===== src/rtl/sram_like_arbiter.sv =====
// rtl/sram_like_arbiter.sv - data/instruction sram-like master arbiter with in-order response ID FIFO
module sram_like_arbiter #(
  parameter int OUTSTANDING = 4,
  parameter bit DATA_FIRST  = 1'b1
) (
  input  logic        clk,
  input  logic        resetn,
  input  logic        inst_req,
  input  logic        inst_wr,
  input  logic [1:0]  inst_size,
  input  logic [31:0] inst_addr,
  input  logic [3:0]  inst_wstrb,
  input  logic [31:0] inst_wdata,
  output logic        inst_addrok,
  output logic        inst_dataok,
  output logic [31:0] inst_rdata,
  input  logic        data_req,
  input  logic        data_wr,
  input  logic [1:0]  data_size,
  input  logic [31:0] data_addr,
  input  logic [3:0]  data_wstrb,
  input  logic [31:0] data_wdata,
  output logic        data_addrok,
  output logic        data_dataok,
  output logic [31:0] data_rdata,
  output logic        mem_req,
  output logic        mem_wr,
  output logic [1:0]  mem_size,
  output logic [31:0] mem_addr,
  output logic [3:0]  mem_wstrb,
  output logic [31:0] mem_wdata,
  input  logic        mem_addrok,
  input  logic        mem_dataok,
  input  logic [31:0] mem_rdata,
  output logic        proto_err
);

  localparam int AW = $clog2(OUTSTANDING);
  localparam logic [AW:0] DEPTH = (AW + 1)'(OUTSTANDING);

  typedef enum logic [1:0] {IDLE, HOLD_INST, HOLD_DATA} state_t;

  state_t state_q, state_d;

  logic [OUTSTANDING-1:0] ids;
  logic [AW-1:0]          wptr;
  logic [AW-1:0]          rptr;
  logic [AW:0]            count;
  logic                   full;
  logic                   empty;
  logic                   sel_data;
  logic                   sel_req;
  logic                   push;
  logic                   pop;
  logic                   head;

  // Once an address is offered but not taken, the mux stays on that master until accepted.
  always_comb begin
    full  = (count == DEPTH);
    empty = (count == '0);
    case (state_q)
      HOLD_INST: sel_data = 1'b0;
      HOLD_DATA: sel_data = 1'b1;
      default:   sel_data = data_req & (DATA_FIRST | ~inst_req);
    endcase
    sel_req = sel_data ? data_req : inst_req;
  end

  always_comb begin
    state_d = state_q;
    if (mem_req) begin
      if (mem_addrok)    state_d = IDLE;
      else if (sel_data) state_d = HOLD_DATA;
      else               state_d = HOLD_INST;
    end
  end

  always_ff @(posedge clk or negedge resetn) begin
    if (!resetn) state_q <= IDLE;
    else         state_q <= state_d;
  end

  assign mem_req   = sel_req & ~full;
  assign mem_wr    = sel_data ? data_wr    : inst_wr;
  assign mem_size  = sel_data ? data_size  : inst_size;
  assign mem_addr  = sel_data ? data_addr  : inst_addr;
  assign mem_wstrb = sel_data ? data_wstrb : inst_wstrb;
  assign mem_wdata = sel_data ? data_wdata : inst_wdata;

  assign push = mem_req & mem_addrok;
  assign pop  = mem_dataok & ~empty;
  assign head = ids[rptr];

  assign inst_addrok = push & ~sel_data;
  assign data_addrok = push & sel_data;
  assign inst_dataok = pop & ~head;
  assign data_dataok = pop & head;
  assign inst_rdata  = mem_rdata;
  assign data_rdata  = mem_rdata;

  // ID 0 = instruction master, 1 = data master; responses return in issue order.
  always_ff @(posedge clk or negedge resetn) begin
    if (!resetn) begin
      ids       <= '0;
      wptr      <= '0;
      rptr      <= '0;
      count     <= '0;
      proto_err <= 1'b0;
    end else begin
      if (push) begin
        ids[wptr] <= sel_data;
        wptr      <= wptr + 1'b1;
      end
      if (pop) rptr <= rptr + 1'b1;
      case ({push, pop})
        2'b10:   count <= count + 1'b1;
        2'b01:   count <= count - 1'b1;
        default: count <= count;
      endcase
      if (mem_dataok && empty) proto_err <= 1'b1;
    end
  end

endmodule


===== config.mk =====
export PLATFORM = sky130hd
export DESIGN_NAME = sram_like_arbiter
export DESIGN_NICKNAME = d
export VERILOG_FILES = /design/src/rtl/sram_like_arbiter.sv
export SDC_FILE = /design/constraint.sdc
export NUM_CORES = 1
export LEC_CHECK = 0
export ABC_AREA = 0
export CAP_MARGIN = 20
export CORE_AREA = 2 2 123 125
export DETAILED_ROUTE_END_ITERATION = 12
export DIE_AREA = 0 0 125 127
export PLACE_DENSITY = 0.67
export SETUP_SLACK_MARGIN = 0.5
export SLEW_MARGIN = 20
export SYNTH_ARGS = -nofsm -noshare
export SYNTH_HDL_FRONTEND = slang
export SYNTH_SLANG_ARGS = --single-unit

===== constraint.sdc =====
create_clock -name clk -period 4.2 [get_ports clk]
set_input_delay 0.63 -clock clk [delete_from_list [all_inputs] [get_ports clk]]
set_output_delay 0.63 -clock clk [all_outputs]
set_load 0.005 [all_outputs]

After elaboration in Yosys (flattened, before gate mapping) --
Cells that the tools add are included.
Storage, ports and cells: input bits 180, output and inout bits 141, flip-flop bits (word level) 14, logic and storage cells 48
Operators by class: $lt $le $gt $ge 3, reduce and logical (&&, ||, !) cells 4, $add $sub $neg 4, bitwise logic cells 11, eq/ne operators 5, muxes and demuxes 15
Operator list (number):
- 2-to-1 mux 32 bit | 2
- bitwise AND 1 bit | 7
- less-than comparator 2 x 3 -> 1 bit, second input constant | 2
- 2-to-1 mux 2 bit | 3
- case mux 3 bit (2 select lines) | 1
- adder 2 x 1 -> 2 bit, second input constant | 2
- bitwise mux 4 bit | 1
- == test 2 x 1 -> 1 bit, second input constant | 2
- == test 2 bit, second input constant | 2
- 2-to-1 mux 1 bit | 4
- 2-to-1 mux 4 bit | 1
- inverter 1 bit | 4
- adder 3 x 1 -> 3 bit, second input constant | 1
- == test 3 bit, second input constant | 1
- zero test 3 bit | 1
- subtractor 3 x 1 -> 3 bit, second input constant | 1
- binary-select mux 1 bit (select 2 bit) | 1
- demux 1 bit (select 2 bit) | 1
- greater-or-equal comparator 2 x 1 -> 1 bit, second input constant | 1
- logical AND 1 bit | 2
- case mux 1 bit (2 select lines) | 1
- nonzero test 2 bit | 1

Logic depth before layout (Yosys ltp) --
Gate-level depths: netlist of run 1.
depth after elaboration 7, gate-level depth with buffers 10, depth with buffers taken out 10

Worst setup path before layout of run 1 --
Ideal clock, no wire load.
path type register to register, start point register state_q[1], end point register count[2], path buffers 0, clock period less this slack 2346 ps, arrival 2267 ps, data required time 4121 ps, cell stages (with the launch flop) 10, library setup time 79 ps, slack 1854 ps, path through dfrtp_1 > ha_1 > mux2_4 > o2111ai_4 > ha_1 > inv_1 > fa_1 > xor2_1 > nor2_1 > xor2_1
On the way: word-level cells in the longest chain between the ends 7, elaborated cells between the ends (all ways) 10, classes of those cells 4 x eq/ne; 3 x mux; 2 x bitwise; 1 x reduce/logical
Ends and longest elaborated chain:
- start, declared | RTL line 43 | state_t state_q, state_d;
- start signal, assigned | RTL line 80 | else state_q <= state_d;
- == test 2 bit / == test 2 x 1 -> 1 bit (equally long branches) | RTL line 61 | case (state_q)
- case mux 1 bit (2 select lines) (*) | RTL line 61
- 2-to-1 mux 1 bit (*) | RTL line 66 | sel_req = sel_data ? data_req : inst_req;
- bitwise AND 1 bit (*) | RTL line 83 | assign mem_req = sel_req & ~full;
- bitwise AND 1 bit (*) | RTL line 90 | assign push = mem_req & mem_addrok;
- == test 2 x 1 -> 1 bit / == test 2 bit (equally long branches) | RTL line 115 | case ({push, pop})
- case mux 3 bit (2 select lines) / nonzero test 2 bit (equally long branches)
- end signal, assigned | RTL line 116 | 2'b10: count <= count + 1'b1;
- end signal, assigned | RTL line 117 | 2'b01: count <= count - 1'b1;
- end signal, assigned | RTL line 118 | default: count <= count;
- end, declared | RTL line 48 | logic [AW:0] count;
Mark *: on every way between the ends. The rest lies on a longest branch, timed or not. A chain may end at the register's enable or synchronous reset.

Worst setup path after layout of run 1 --
start point input data_req, end point output mem_wr
On the way: word-level cells in the longest chain between the ends 2
Ends and longest elaborated chain:
- start, declared | RTL line 17 | input logic data_req,
- case mux 1 bit (2 select lines) | RTL line 61
- 2-to-1 mux 1 bit | RTL line 84 | assign mem_wr = sel_data ? data_wr : inst_wr;
- end, declared | RTL line 27 | output logic mem_wr,
Every way passes these cells.

==> run metrics, run 1 <==
status=finished clean; Mapped Nets=~560; LEAKAGE=1.920 nW; mean routed wirelength per cell=between 10 and 15 um; pwr dens=a little under 600 nW/um^2; die width=125 um; CTS tree=yes; Final setup viols=0; drt total wl=slightly above 9000 um; Post-CTS Setup Bufs=0; post-synthesis sequential area ratio=15.95%; Post-Syn Area=between 2000 and 2500 sq um; Top Family by Delay on Critical Path=buffers and inverters; Worst Hold Class=flop to flop; clock skew=4.518 ps; Core ar.=14420 sq um; full die area=around 16000 sq um; GRT Residual Overflow=0; post-DP HPWL=around 7600 um; most common cell after layout, fill and taps aside=clkdlybuf4s50_1; first-pass GRT wire length=between 10000 and 15000 um; Synth Area per Inst=5.951 sq um; share of the synthesized area in the top cell type=about 38%; CTS Buf Count=3; slowest cell on the critical path=mux2_4; Hold-fix buffers, CTS=0; Final Util=between 20% and 30%; fin crit share=about four fifths; fin nets=roughly 700; Via Count=approximately 2700; crit start category=input port; die height=between 100 and 150 um; drc violations=0; number of diodes=0; cell accounting for the most synthesized area=nand2_1; CP Cell Sequence=clkdlybuf4s50_1 > mux2_4 > nand2_1 > nand2_1 > clkdlybuf4s50_1; Max Clock Freq=roughly 290 MHz; clock slew at reported path FFs=~40 ps; number of synthesized register bits=14; worst vdd ir=~380 uV; H-tree levels=1; num rows=between 40 and 50; RSZ-0062 raised after global routing=false; number of global-route vias before repair=2626; synth-to-layout area growth=91.91%; final hold slack=roughly 460 ps; DR iter-0 viols=between 70 and 80; Hold Violations, Final=0; io pins=about 320; Max Slew Vio Count=0; DRT antenna net count=0; max incr delay on CP=around 730 ps; WP data arrival=2810 ps; worst endpoint required time=3570 ps; CTS resizes=0; most frequent cells in the layout=clkdlybuf4s50_1, nand2_1, dfrtp_1, inv_1, ha_1; layout cells sized above 1=about 2.3%; Buf/Inv on CP=2; Worst Setup End Kind=output pin; gpl congestion=around 0.76; worst slew pin tran=roughly 800 ps; Area contributors post-synth=nand2_1, buf_4, dfrtp_1; root buffer cell=clkbuf_16; relative slew slack=between 40% and 50%; antenna violations before repair=0; Initial Util=roughly 15%; Max Fanout on Critical Path=74; first-pass iteration count of the detailed router=4; vias per cell=~3.8; critical path class=input port to output pin; Final TNS setup=0 ps; Port Buffer Count=between 200 and 250; Skew-Pair Late Insertion Delay=roughly 240 ps; Cells after Synth=369; clock tree buffer depth=2; distinct cell type count after synthesis=28; synth warn=0; Overall Global Routing Usage=between 10% and 20%; final period demand of the worst path=around 3400 ps; Clock Sinks=14; largest net degree at the start of global routing=between 70 and 80; Max Cap Viol=0
## routing by layer
metal  vias up  track usage, %  wire, um
li1       1366               -         -
met1      1108           13.39      3704
met2       159           17.68      4297
met3        38           3.141       979
met4         0           4.248       335
met5         -               0         0
## cell usage after synthesis
cell and number:
nand2_1 220, buf_4 65, dfrtp_1 14, buf_2 13, inv_1 7, ha_1 6
nand3_1 5, o21ai_0 4, o31ai_1 4, clkbuf_1 3, nor2_1 3, xnor2_1 3
xor2_1 3, mux2_4 2, mux2i_1 2, nor3b_1 2, o32ai_1 2, a21o_1 1
and2_1 1, fa_1 1, mux4_2 1, nor2b_1 1, nor3_1 1, o2111ai_4 1
o211a_1 1, o31a_1 1, or3b_1 1, or3b_4 1
## registers in the layout, indices dropped and copies added, names as in the netlist
name	flops
ids	4
rptr	2
wptr	2
count	3
state_q	2
proto_err	1
## layout make-up
class                   count  area [sq um]
fillers                  1572         10210
repair buffers            227          2265
multi-input cells         267          1267
flip-flops and latches     14         350.3
well taps                 184         230.2
clock buffers               3         75.07
inverters                   7         26.28
## logic make-up (layout without fill, tap and decap cells)
kind of cell	after synthesis	in the layout	synth area share (%)
multiplexers	5	5	3.305
AND/OR/NAND/NOR	235	235	41.65
buffers and inverters	88	237	26.89
adder cells (fa/ha/maj)	7	7	4.330
flip-flops	14	14	15.95
AO/OA/AOI/OAI	14	14	5.471
XOR/XNOR	6	6	2.394
## final timing paths
| check | startpoint | end | slack (ps) | depth (start not counted) |
|---|---|---|---|---|
| max in group asynchronous | resetn | rptr[1] | 3030 | 1 |
| setup reg to reg | state_q[1] | count[2] | 1230 | 9 |
| min in group asynchronous | resetn | wptr[0] | 770 | 1 |
| setup / recovery | data_req | mem_wr | 760 | 5 |
| hold / removal | proto_err | proto_err | 460 | 1 |
| hold reg to reg | proto_err | proto_err | 460 | 1 |
## where the power goes
group | internal (mW) | switching [mW] | total [mW]
Clock | 0.124 | 0.0514 | 0.176
Combinational | 1.11 | 0.910 | 2.02
Sequential | 0.207 | 0.0601 | 0.267
## per-stage QoR
stage                     std cells  total power, mW  setup slack [ps]  area (sq um)
after floorplan                 369            1.234              1854          2196
after global placement          699            2.313             708.6          4139
after detailed placement        699            2.321             687.4          4139
after CTS                       702            2.513             674.7          4214
after global routing            702            2.705             561.9          4214
final                           702            2.462             763.8          4214
Power figures use the tool's default switching activity.
==> inputs of run 2 (changes only) <==
- CORE_AREA: 2 2 123 125 -> 2 2 125 127
- DIE_AREA: 0 0 125 127 -> 0 0 127 129
- PLACE_DENSITY: 0.67 -> 0.66
- clock period: 4.2 -> 3.5 ns (I/O delays scaled with it)
==> run 2 against run 1 <==
Against the previous run: sequential power is 21% higher; setup slack got worse by 140 ps; sequential share of layout area decreased by 0.28 points; register-to-register slack got worse by 330 ps; wire length rose by 6.9%; die area grew 3.2%; flip-flop and latch count did not move; via count rose by 2.5%; global-route usage is essentially flat; core utilization is 0.085 points lower; combinational power grew 32%; final cell count rose by 1.7%.
==> run metrics, run 2 (synthesized netlist as in run 1, its figures left out) <==
Skew-Pair Late Insertion Delay=240 ps (about the same); Worst Hold Class=flop to flop; H-tree levels=1 (unchanged); CTS tree=yes; DR iter-0 viols=87 (+21%); worst vdd ir=352.5 uV (-7.9%); relative slew slack=58.84% (+13 points); DRT antenna net count=0 (unchanged); max incr delay on CP=540 ps (-190 ps); CP most frequent cell=clkdlybuf4s50_1; full die area=16380 sq um (+3.2%); Max Clock Freq=about 350 MHz; RSZ-0062 raised after global routing=false; placed insts=703 (+0.57%); fin crit share=between 80 and 90%; Initial Util=14.66% (-0.56 points); CTS Buf Count=3 (unchanged); worst slew pin tran=615.5 ps (-202.1 ps); critical path class=input port to output pin; Via Count=2738 (+2.5%); synth-to-layout area growth=98.69%; mean routed wirelength per cell=13.95 um (+5.1%); pwr dens=735.7 nW/um^2 (+26%); Post-DP Area=4156 sq um (+0.42%); GRT Residual Overflow=0 (unchanged); Max Fanout on Critical Path=6 (-92%); Hold Violations, Final=0 (unchanged); worst endpoint required time=2970 ps (-600 ps); Worst Setup End Kind=output pin; number of global-route vias before repair=2623 (-0.11%); post-DP HPWL=7745 um (+2.0%); worst hold start=proto_err; Overall Global Routing Usage=10.79% (about the same); drc violations=0 (unchanged); layout cells sized above 1=3.992% (+1.7 points); Core ar.=14980 sq um (+3.8%); LEAKAGE=2.007 nW (+4.5%); post-route insts no fill=714 (+1.7%); Max Cap Viol=0 (unchanged); clock tree buffer depth=2 (unchanged); gpl congestion=0.7646 (+0.53%); Reg with most FFs=ids; WP data arrival=2350 ps (-460 ps); first-pass GRT wire length=14010 um (+0.24%); Port Buffer Count=224 (unchanged); fin nets=715 (+1.1%); final period demand of the worst path=2873 ps; number of diodes=0 (unchanged); final total power=3.210 mW (+30%); largest net degree at the start of global routing=48 (-36%); CP Cell Sequence=clkdlybuf4s50_1 > or3b_1 > nand3_1 > nor2_1 > clkdlybuf4s50_1; drt total wl=9957 um (+6.9%); status=finished clean; final instance area=4363 sq um (+3.5%); slowest cell on the critical path=clkdlybuf4s50_1; most common cell after layout, fill and taps aside=clkdlybuf4s50_1; root buffer cell=clkbuf_16; antenna violations before repair=0 (unchanged); Final TNS setup=0 ps (unchanged); Clock Sinks=14 (unchanged); num rows=45 (+2.3%); biggest regs=ids: 4 flops, count: 3 flops; clock skew=3.986 ps (-0.5315 ps); most frequent cells in the layout=clkdlybuf4s50_1, nand2_1, dfrtp_1, inv_1; die width=127 um (+1.6%); die height=129 um (+1.6%); Max Slew Vio Count=0 (unchanged); clock slew at reported path FFs=40 ps (about the same); Final setup viols=0 (unchanged); first-pass iteration count of the detailed router=4 (unchanged); io pins=321 (unchanged); number of flip-flops in the largest register=4 (unchanged); CP Launch Point=data_req; vias per cell=3.835 (+0.79%); r2r startpoint=state_q[1]; crit start category=input port
==> run 2: changes by cell type in the layout (fill, tap and decap cells not counted), sizes merged <==
cell	delta
buf	+6
dlymetal6s2s	+2
clkdlybuf4s50	-2
mux2	+1
clkbuf	+1
==> run 2: where the power goes <==
group	internal [mW]	total (mW)	switching, mW
clock network	0.149	0.212	0.0629
logic	1.51	2.67	1.16
registers	0.248	0.324	0.0758
total	1.91	3.21	1.30
==> run 2: layout make-up <==
type | count | area, sq um
Tap cell | 188 | 235.2
Timing Repair Buffer | 234 | 2381
Clock buffer | 3 | 75.07
Multi-Input combinational cell | 268 | 1295
Fill cell | 1605 | 10610
Inverter | 7 | 26.28
Sequential cell | 14 | 350.3
==> run 2: routing by layer <==
layer / vias up / track usage (%) / part of all wire [%] / routed length (um)
li1: 1382 / - / - / -
met1: 1169 / 13.76 / 41 / 4076
met2: 158 / 16.95 / 45 / 4444
met3: 29 / 3.825 / 12 / 1183
met4: 0 / 3.749 / 2.5 / 251
met5: - / 0 / 0 / 0
==> run 2: final timing paths <==
| path | to | slack (ps) | cells past startpoint |
|---|---|---|---|
| hold / removal | proto_err | 450 | 1 |
| hold reg to reg | proto_err | 450 | 1 |
| max in group asynchronous | rptr[1] | 2430 | 1 |
| min in group asynchronous | wptr[0] | 670 | 1 |
| setup / recovery | inst_addrok | 630 | 5 |
| setup reg to reg | count[2] | 900 | 9 |
==> run 2: through the flow <==
step,setup WS (ps),hold WS [ps],util [%]
4_1_cts,510.8,458.9,28.71
2_1_floorplan,1154,229.4,-
5_1_grt,501.7,497.8,29.13
6_report,627.1,454.6,29.13
3_5_place_dp,418.7,449.2,27.75
3_3_place_gp,427.0,445.4,27.75
==> run 2: worst max-delay path, delay by kind of cell <==
| family | cells | cell delay (ps) |
|---|---|---|
| buffers and inverters | 2 | 1000 |
| AND/OR/NAND/NOR | 3 | 830 |
==> run 2: repair_timing <==
action,CTS,global route
resized for setup,4,5
setup buffers,4,2
cloned,1,1
setup endpoints to repair,40,23
hold buffers,0,0
